File: config.mk
export PLATFORM = sky130hd
export DESIGN_NAME = scfifo_stream_reader
export DESIGN_NICKNAME = d
export VERILOG_FILES = /design/src/rtl/scfifo_stream_reader.sv
export SDC_FILE = /design/constraint.sdc
export NUM_CORES = 1
export LEC_CHECK = 0
export CAP_MARGIN = 20
export CORE_ASPECT_RATIO = 0.75
export CORE_MARGIN = 2
export CORE_UTILIZATION = 58
export DETAILED_ROUTE_END_ITERATION = 10
export GPL_TIMING_DRIVEN = 0
export PLACE_DENSITY = 0.95
export RECOVER_POWER = 25
export SETUP_SLACK_MARGIN = 0.4
export SLEW_MARGIN = 20
export SYNTH_ARGS = -nofsm -noshare
export SYNTH_HDL_FRONTEND = slang
export SYNTH_SLANG_ARGS = --single-unit
export TNS_END_PERCENT = 50
File: constraint.sdc
create_clock -name clock -period 5.4 [get_ports clock]
set_input_delay 0.54 -clock clock [delete_from_list [all_inputs] [get_ports clock]]
set_output_delay 0.54 -clock clock [all_outputs]
set_load 0.01 [all_outputs]
File: src/rtl/scfifo_stream_reader.sv
// scfifo_stream_reader: drains a non-show-ahead single-clock FIFO into a valid/ready stream.
// Defining SCFIFO_READER_FLUSH_EN adds a synchronous flush input that discards all buffered and in-flight words.
module scfifo_stream_reader #(
   parameter int WIDTH        = 20,
   parameter int READ_LATENCY = 2
) (
   input  logic             clock,
   input  logic             aclr,
   input  logic             fifo_empty,
   output logic             fifo_rdreq,
   input  logic [WIDTH-1:0] fifo_q,
   output logic             out_valid,
   output logic [WIDTH-1:0] out_data,
   input  logic             out_ready,
`ifdef SCFIFO_READER_FLUSH_EN
   input  logic             flush,
`endif
   output logic [2:0]       buffered
);

   localparam int PF_DEPTH = READ_LATENCY + 2;
   localparam int PTR_W    = 2;
   localparam int CNT_W    = 3;

   if (READ_LATENCY < 1 || READ_LATENCY > 2) begin : g_bad_latency
      $error("scfifo_stream_reader: READ_LATENCY must be 1 or 2");
   end

   logic [READ_LATENCY-1:0] vld_pipe_q, vld_pipe_d;
   logic [CNT_W-1:0]        count_q, count_d;
   logic [PTR_W-1:0]        wr_ptr_q, wr_ptr_d;
   logic [PTR_W-1:0]        rd_ptr_q, rd_ptr_d;
   logic                    out_valid_q, out_valid_d;
   logic [WIDTH-1:0]        mem_q [PF_DEPTH];
   logic [WIDTH-1:0]        mem_d [PF_DEPTH];
`ifdef SCFIFO_READER_FLUSH_EN
   logic [READ_LATENCY-1:0] disc_pipe_q, disc_pipe_d;
`endif

   logic [CNT_W-1:0] occ;
   logic             push;
   logic             pop;
   logic             rd_block;

   // Pointers wrap on an explicit compare because PF_DEPTH is 3 when READ_LATENCY is 1.
   function automatic logic [PTR_W-1:0] next_ptr(input logic [PTR_W-1:0] ptr);
      if (ptr == PTR_W'(PF_DEPTH - 1)) begin
         return '0;
      end
      return ptr + PTR_W'(1);
   endfunction

   // Occupancy counts words already buffered plus words requested but not yet returned.
   always_comb begin
      // NOTE: every variable written in always_comb gets a value before any conditional logic, so no latch is inferred.
      occ = count_q;
      for (int i = 0; i < READ_LATENCY; i++) begin
         occ = occ + CNT_W'(vld_pipe_q[i]);
      end
   end

`ifdef SCFIFO_READER_FLUSH_EN
   assign rd_block = flush;
   assign push     = vld_pipe_q[READ_LATENCY-1] & ~disc_pipe_q[READ_LATENCY-1] & ~flush;
`else
   assign rd_block = 1'b0;
   assign push     = vld_pipe_q[READ_LATENCY-1];
`endif

   assign fifo_rdreq = ~aclr & ~fifo_empty & (occ < CNT_W'(PF_DEPTH)) & ~rd_block;
   assign pop        = out_valid_q & out_ready;

   always_comb begin
      vld_pipe_d    = '0;
      vld_pipe_d[0] = fifo_rdreq;
      for (int i = 1; i < READ_LATENCY; i++) begin
         vld_pipe_d[i] = vld_pipe_q[i-1];
      end

      count_d  = count_q + CNT_W'(push) - CNT_W'(pop);
      wr_ptr_d = push ? next_ptr(wr_ptr_q) : wr_ptr_q;
      rd_ptr_d = pop  ? next_ptr(rd_ptr_q) : rd_ptr_q;

      mem_d = mem_q;
      if (push) begin
         mem_d[wr_ptr_q] = fifo_q;
      end

`ifdef SCFIFO_READER_FLUSH_EN
      // Anything in flight at a flush edge is tagged so it is dropped when it reaches the buffer.
      disc_pipe_d = '0;
      for (int i = 1; i < READ_LATENCY; i++) begin
         disc_pipe_d[i] = vld_pipe_q[i-1] & (disc_pipe_q[i-1] | flush);
      end
      if (flush) begin
         count_d  = '0;
         wr_ptr_d = '0;
         rd_ptr_d = '0;
      end
`endif

      out_valid_d = (count_d != '0);
   end

   always_ff @(posedge clock or posedge aclr) begin
      if (aclr) begin
         vld_pipe_q  <= '0;
         count_q     <= '0;
         wr_ptr_q    <= '0;
         rd_ptr_q    <= '0;
         out_valid_q <= 1'b0;
         // NOTE: the buffer array is reset because out_data must read 0 after reset; a RAM-style array would normally be left unreset.
         for (int i = 0; i < PF_DEPTH; i++) begin
            mem_q[i] <= '0;
         end
`ifdef SCFIFO_READER_FLUSH_EN
         disc_pipe_q <= '0;
`endif
      end else begin
         // NOTE: sequential state uses non-blocking assignments so every flop samples pre-edge values.
         vld_pipe_q  <= vld_pipe_d;
         count_q     <= count_d;
         wr_ptr_q    <= wr_ptr_d;
         rd_ptr_q    <= rd_ptr_d;
         out_valid_q <= out_valid_d;
         mem_q       <= mem_d;
`ifdef SCFIFO_READER_FLUSH_EN
         disc_pipe_q <= disc_pipe_d;
`endif
      end
   end

   assign out_valid = out_valid_q;
   assign out_data  = mem_q[rd_ptr_q];
   assign buffered  = count_q;

endmodule

### Word level (Yosys, flattened, before mapping)

Cells that the tools add are included.

| word-level totals | value |
|---|---|
| output and inout port bits | 25 |
| bits in registers | 90 |
| input port bits | 24 |
| logic and storage cells | 42 |

| cells by class | value |
|---|---|
| reduce and logical (&&, ||, !) cells | 2 |
| mux-type cells | 12 |
| equal/unequal tests | 2 |
| add/subtract/negate cells | 6 |
| bitwise operators | 7 |
| order comparisons | 4 |

Operator list:

| cell | count |
|---|---|
| 80-bit bitwise mux | 1 |
| 20-bit 2-to-1 mux | 3 |
| 20-bit binary-select mux with 2-bit select | 1 |
| 20-bit demux with 2-bit select | 1 |
| 3-bit by 1-bit adder with 3-bit output | 3 |
| 2-bit 2-to-1 mux | 4 |
| 3-bit greater-or-equal comparator, second input constant | 2 |
| 2-bit inverter with 3-bit output | 2 |
| 2-bit by 1-bit adder with 2-bit output, second input constant | 2 |
| 2-bit == test, second input constant | 2 |
| 1-bit bitwise AND | 3 |
| 3-bit by 1-bit less-than comparator with 1-bit output, second input constant | 1 |
| 3-bit less-than comparator, second input constant | 1 |
| 3-bit nonzero test | 1 |
| 3-bit by 1-bit subtractor with 3-bit output | 1 |
| 1-bit 2-to-1 mux | 2 |
| 1-bit inverter | 2 |
| 1-bit logical AND | 1 |

### Depth between registers and ports, before layout

| depth | value |
|---|---|
| depth after elaboration | 6 |
| gate-level depth with buffers | 9 |
| gate-level depth less buffers | 9 |

### Worst setup path after synthesis

No wires, ideal clock.

| path | value |
|---|---|
| path kind | input port to flip-flop |
| from | in out_ready |
| to | reg out_valid_q, in the netlist out_valid |
| data required time | 5.269 ns |
| arrival | 2.074 ns |
| library setup time | 0.131 ns |
| slack | 3.195 ns |
| buffers on the path | 0 |
| cell stages on the path | 9 |
| path through | nand2_1 inv_1 ha_1 inv_1 ha_1 fa_1 xnor2_1 xnor2_1 or3_1 |

| on the way | value |
|---|---|
| cells in the longest elaborated chain, start to end | 3 |

RTL lines:

| item | line | RTL |
|---|---|---|
| start: declaration | 14 | `input logic out_ready,` |
| 1-bit bitwise AND | 71 | `assign pop = out_valid_q & out_ready;` |
| net pop | 42 | `logic pop;` |
| 3-bit by 1-bit subtractor with 3-bit output | 80 | `count_d = count_q + CNT_W'(push) - CNT_W'(pop);` |
| net count_d[2] | 30 | `logic [CNT_W-1:0] count_q, count_d;` |
| 3-bit nonzero test | 102 | `out_valid_d = (count_d != '0);` |
| net out_valid_d | 33 | `logic out_valid_q, out_valid_d;` |
| end signal: assignment | 125 | `out_valid_q <= out_valid_d;` |
| end: declaration | 33 |  |

The timed path passes the listed nets, and every way through them passes these cells.
A chain may end at the register's enable or synchronous reset.

### Worst setup path after layout

| path | value |
|---|---|
| from | reg vld_pipe_q[1] |
| to | out fifo_rdreq |

| on the way | value |
|---|---|
| cells in the longest elaborated chain, start to end | 3 |

RTL lines:

| item | line | RTL |
|---|---|---|
| start: declaration | 29 | `logic [READ_LATENCY-1:0] vld_pipe_q, vld_pipe_d;` |
| start signal: assignment | 121 | `vld_pipe_q <= vld_pipe_d;` |
| 3-bit by 1-bit adder with 3-bit output | 58 | `occ = occ + CNT_W'(vld_pipe_q[i]);` |
| 3-bit less-than comparator | 70 | `assign fifo_rdreq = ~aclr & ~fifo_empty & (occ < CNT_W'(PF_DEPTH)) & ~rd_block;` |
| 1-bit bitwise AND | 70 |  |
| end: declaration | 10 | `output logic fifo_rdreq,` |

No other way between the ends.

==> impl_metrics.py <==
metrics = {
    "global_routing": {
        "overflow": 0,
        "antenna_found_initial": 0,
        "grt_first_pass_wirelength_um": 12300,
        "grt_pass1_vias": 2414,
        "track_usage": 0.216,
        "grt_max_degree": 49,
    },
    "clocking": {
        "cts_resized": 0,
        "post-cts-setup-buffer-count": 0,
        "clockBufferDepth": 2,
        "cts_buffers": 9,
        "cts_tree": "done",
        "cts_htree_levels": 3,
        "clkTransAtPathRegs_ns": 0.09,
        "clk_latency_ns": 0.35,
        "ctsHoldBuffers": 0,
        "cts_sinks": 90,
        "cts_root_buf": "clkbuf_8",
    },
    "timing": {
        "drv_slew": 48,
        "rsz0062_at_grt": "no",
        "period_needed_ns": 2.91,
        "setup_violations": 0,
        "fin_crit_sh": 0.539,
        "worstMarginPinSlew_ns": 2.06,
        "skew_ns": 0.00793,
        "hold_violations": 0,
        "fin_tns_setup_ns": 0,
        "slew_headroom": -0.381,
        "fmax_ghz": 0.343,
    },
    "power": {
        "p_seq_frac": 0.404,
        "vdd_ir_drop_max_mv": 0.417,
        "power_switching_mw": 0.864,
        "clock_power_share": 0.166,
        "leakage_nw": 2.06,
        "switching_share": 0.292,
        "powerDensity_nw_per_um2": 614,
        "p_total_mw": 2.96,
        "pwr-share-comb": 0.431,
        "p_int_mw": 2.09,
    },
    "setup_path": {
        "r2r_start": "vld_pipe_q[1]",
        "crit_fanout": 9,
        "crit_type": "reg -> out",
        "worstSetupStartpoint": "vld_pipe_q[1]",
        "path_cells": "ha_1, a21oi_1, o21a_1, nor4_1, clkdlybuf4s50_1",
        "crit_family": "buffers and inverters",
        "cp_data_arrival_time_ns": 2.37,
        "crit_required_ns": 4.86,
        "crit_path_max_incr_delay_ns": 0.62,
        "cp.buffers_inverters": 1,
        "critPathSlowestCell": "clkdlybuf4s50_1",
        "endpoint_kind": "output pin",
        "start_kind": "flip-flop",
    },
    "route": {
        "wl_um": 7370,
        "first_pass_iters": 4,
        "routedWlPerCell_um": 19.0,
        "avgViaCountPerCell": 5.85,
        "final_antenna_net_count": 0,
        "drc": 0,
        "vias": 2265,
        "drtIter0Drc": 68,
    },
    "die": {
        "die_h_um": 75.9,
        "start_util": 0.594,
        "row_count": 26,
        "ios": 49,
        "core_um2": 6730,
        "die_area_um2": 7580,
        "fp.dieW_um": 99.9,
    },
    "yosys": {
        "synth_fp_nets": 271,
        "syn_area_um2": 4000,
        "yosysUniqueCellTypes": 19,
        "yosysSeqAreaShare": 0.563,
        "ys.warnings.count": 0,
        "synth_cells": 238,
        "yosys_register_bits": 90,
        "synth_area_per_cell_um2": 16.8,
    },
    "final_layout": {
        "final_cell_mix": "90 x dfrtp_1, 81 x mux2_2, 46 x clkdlybuf4s50_1",
        "synthToLayoutAreaGrowth_pct": 20.5,
        "num-fill-cells": 447,
        "final_layout_size_suffix_gt1_frac": 0.363,
        "antenna_cells": 0,
        "fin_util": 0.715,
        "area.sequential_um2": 2250,
        "mostFrequentLayoutCell": "dfrtp_1",
        "layout.nets": 331,
        "multi_input_area_um2": 1650,
    },
    "job": {
        "maxCapViolCount": 1,
    },
    "outcome": {
        "violations": "max-capacitance violations, max-slew violations",
        "status": "finished, violations left",
    },
    "hold_path": {
        "min-delay-start": "vld_pipe_q[0]",
        "min_path_type": "reg -> reg",
    },
    "placement": {
        "gp_congestion": 0.667,
        "port_buffers": 48,
        "dp_hpwl_um": 4950,
    },
}
[power groups by stage]
stage / Combinational (mW) / Sequential [mW] / Clock (mW)
2_1_floorplan: 0.812 / 1.14 / 0
3_3_place_gp: 1.23 / 1.17 / 0
3_5_place_dp: 1.28 / 1.20 / 0
4_1_cts: 1.29 / 1.19 / 0.500
5_1_grt: 1.37 / 1.24 / 0.528
6_report: 1.27 / 1.19 / 0.491
[metal layers]
| metal | up-vias | wire, um | GRT usage | part of all wire |
|---|---|---|---|---|
| li1 | 1008 | - | - | - |
| met1 | 1192 | 3140 | 0.282 | 0.43 |
| met2 | 52 | 3720 | 0.350 | 0.50 |
| met3 | 13 | 419 | 0.0747 | 0.057 |
| met4 | 0 | 91 | 0.0562 | 0.012 |
| met5 | - | 0 | 0 | 0 |
[synthesized netlist by cell type (all sizes together)]
| cell type | count | area share |
|---|---|---|
| a21o | 1 | 0.0019 |
| a21oi | 1 | 0.0013 |
| buf | 12 | 0.018 |
| dfrtp | 90 | 0.56 |
| fa | 1 | 0.0050 |
| ha | 8 | 0.025 |
| inv | 8 | 0.0075 |
| mux2 | 81 | 0.23 |
| mux4 | 20 | 0.13 |
| nand2 | 6 | 0.0056 |
| nor3 | 2 | 0.0025 |
| nor4 | 1 | 0.0016 |
| o21a | 1 | 0.0019 |
| o21ai | 2 | 0.0025 |
| or3 | 2 | 0.0031 |
| xnor2 | 2 | 0.0044 |
[metrics by stage]
step	setup WS, ns	hold slack (ns)	area (um^2)	std cells
after floorplan	2.52	0.354	4000	238
after global placement	1.30	0.363	4580	370
after CTS	2.48	0.406	4820	387
after detailed placement	2.65	0.380	4610	371
after global routing	2.33	0.418	4820	387
final	2.49	0.402	4820	387
[kinds of logic (layout without fill, tap and decap cells)]
group | after synthesis | count (layout) | share of synthesized area
flops | 90 | 90 | 0.563
simple gates | 11 | 11 | 0.0128
xor+xnor | 2 | 2 | 0.00438
mux | 101 | 101 | 0.357
fa+ha+maj | 9 | 9 | 0.0300
buf+inv | 20 | 85 | 0.0253
compound gates | 5 | 5 | 0.00751
[final timing paths]
kind	depth (start not counted)	slack (ns)	endpoint
worst max-delay path	5	2.49	fifo_rdreq
worst max register to register	8	3.17	out_valid
worst min-delay path	0	0.40	vld_pipe_q[1]
worst min register to register	0	0.40	vld_pipe_q[1]
min in group asynchronous	2	1.19	buffered[2]
max in group asynchronous	3	3.26	mem_q[57]
[layout make-up]
class / instances / area share
Multi-Input combinational cell: 128 / 0.342
Sequential cell: 90 / 0.468
Buffer: 12 / 0.0148
Timing Repair Buffer: 49 / 0.104
Tap cell: 84 / 0.0218
Clock inverter: 4 / 0.0158
Inverter: 8 / 0.00649
Clock buffer: 12 / 0.0281
[registers in the layout (all words and copies together) (netlist names)]
register	cells
mem_q	80
buffered	3
rd_ptr_q	2
vld_pipe_q	2
wr_ptr_q	2
out_valid	1
Power figures use the tool's default switching activity.
==> RTL edit, RTL diff (same settings) <==
The option `SCFIFO_READER_FLUSH_EN` is turned on by a define.
--- a/src/rtl/scfifo_stream_reader.sv
+++ b/src/rtl/scfifo_stream_reader.sv
@@ -1,5 +1,7 @@
 // scfifo_stream_reader: drains a non-show-ahead single-clock FIFO into a valid/ready stream.
 // Defining SCFIFO_READER_FLUSH_EN adds a synchronous flush input that discards all buffered and in-flight words.
+`define SCFIFO_READER_FLUSH_EN
+
 module scfifo_stream_reader #(
    parameter int WIDTH        = 20,
    parameter int READ_LATENCY = 2
Ports: changed (added flush); port bits go from 49 to 50. No check against the original RTL was run, so the function may have changed too.
==> RTL edit against the unedited design <==
  * The run still ends with max-capacitance violations, max-slew violations left
  * Setup slack gained 0.034 ns
  * First-iteration DRC count grew 110%
  * Sequential share of layout area shrank 1.9 points
  * Clock skew grew 0.0021 ns
  * Total power shrank 30%
  * Hold slack lost 0.015 ns
  * Critical path depth shrank 2
  * Sequential cell count grew 1
  * Synthesized area grew 5.1%
  * Cell count grew 6.7%
  * Cell area grew 5.4%
  * Wire length grew 14%
  * Critical endpoint is now out_data[15]
==> RTL edit: results <==
final_layout:
  nNetsFinal: 344
  areaGrowthSynthToFinish_pct: 20.79
  drive_above_1_share_pct: 43.17
  n_fill_cell: 408
run_status:
  violations: "max-capacitance violations, max-slew violations"
  status: "finished, violations left"
clock_network:
  clock_latency_ns: 0.37
  h-tree-depth: 3
worst_setup_path:
  timing.rr.start: "disc_pipe_q[1]"
  rrSetupSlack_ns: 3.04
  worstPathArrival_ns: 2.34
  crit_path_max_fanout: 10
  rr_worst_depth: 10
power:
  p_leak_nw: 2.307
  peakVddDrop_uv: 262.0
route:
  vias_per_cell: 5.676
  drt-initial-drc-count: 140
  drt-total-wl_um: 8406
min_path:
  min_from: "flush"
  hp-class: "in2reg"
  holdPathStages: 2
  holdPathEnd: "wr_ptr_q[0]"
grt:
  grt_max_degree: 55
  grt_usage_pct: 23.45
  antenna_found_initial: 0
  grt_pass1_wl_um: 13660
  grt_pass1_vias: 2580
timing:
  setup_viol: 0
  slew_headroom_pct: -16.42
  hold_slack_ns: 0.3866
  finalMaxSlewViolations: 38
  skew_ns: 0.01002
logic_synthesis:
  synth_area_leaders: "dfrtp_1 (54%), mux2_2 (16%), mux4_2 (11%)"
  synth_cell_type_count: 27
  synth_common_cells: "dfrtp_1 (91), mux2_2 (60), mux2_4 (20), mux4_2 (20)"
  yosysSeqAreaShare_pct: 54.20
  syn_nets: 284
placement:
  dpl_cell_area_mm2: 0.004835
  gp_congestion: 0.7224
  post-dp-hpwl_um: 5660
job:
  cap_violations: 1
-- RTL edit: cell types whose count changed after synthesis, sizes merged, moves of 2 or more --
cell   before  now
and2        0    5
nor2        0    7
nand2       6    2
mux2i       0    3
xnor2       2    0
-- RTL edit: cell families (layout without fill, tap and decap cells) --
family,after synthesis,after routing,synth area share [%]
xor gates and xnor gates,1,1,0.5360
buffers and inverters,21,86,4.050
muxes,103,103,34.66
DFF,91,91,54.20
AOI/OAI and AO/OA,3,3,0.3573
and+or+nand+nor,22,22,3.336
adders and majority gates,9,9,2.859
-- RTL edit: worst max-delay path by stage --
stage / start / endpoint / slack (ns) / cells past startpoint
after floorplan: aclr / buffered[0] / 2.50 / 1
after global placement: aclr / mem_q[43] / 1.21 / 2
after detailed placement: out_ready / out_valid / 2.56 / 11
after CTS: rd_ptr_q[0] / out_data[15] / 2.51 / 3
after global routing: rd_ptr_q[0] / out_data[10] / 2.41 / 3
final: rd_ptr_q[0] / out_data[15] / 2.52 / 3
-- RTL edit: layout make-up --
cell class / count / area [um2] / share of cell area, %
multi-input combinational: 138 / 1754 / 34.57
sequential: 91 / 2277 / 44.87
tap: 98 / 122.6 / 2.416
buffer: 13 / 140.1 / 2.761
timing repair buffer: 49 / 508.0 / 10.01
clock inverter: 6 / 113.9 / 2.244
clock buffer: 10 / 127.6 / 2.515
inverter: 8 / 31.28 / 0.6164
-- RTL edit: critical path, cell delays in order (launching register included) --
cell and delay [ns]:
dfrtp_1 0.49, buf_2 0.38, mux4_2 0.57, clkdlybuf4s50_1 0.53
-- RTL edit: per-stage QoR --
| step | worst slack (ns) | std cells | power (W) |
|---|---|---|---|
| CTS | 2.511 | 413 | 0.002066 |
| finish | 2.521 | 413 | 0.002059 |
| global placement | 1.210 | 396 | 0.001477 |
| global route | 2.405 | 413 | 0.002136 |
| floorplan | 2.496 | 250 | 0.001225 |
| detailed placement | 2.561 | 397 | 0.001513 |
-- RTL edit: report_power, final --
| group | leakage (nW) | total, W | internal, W | switching (W) |
|---|---|---|---|---|
| clock network | 0.113 | 0.000547 | 0.000308 | 0.000239 |
| registers | 1.22 | 0.000875 | 0.000795 | 0.0000796 |
| logic | 0.976 | 0.000637 | 0.000403 | 0.000234 |
-- RTL edit: layer usage --
layer | track usage [%] | wire, um | vias to the layer above
li1 | - | - | 1027
met1 | 30.68 | 3491 | 1230
met2 | 37.96 | 4302 | 66
met3 | 7.027 | 418 | 21
met4 | 7.467 | 194 | 0
met5 | 0 | 0 | -
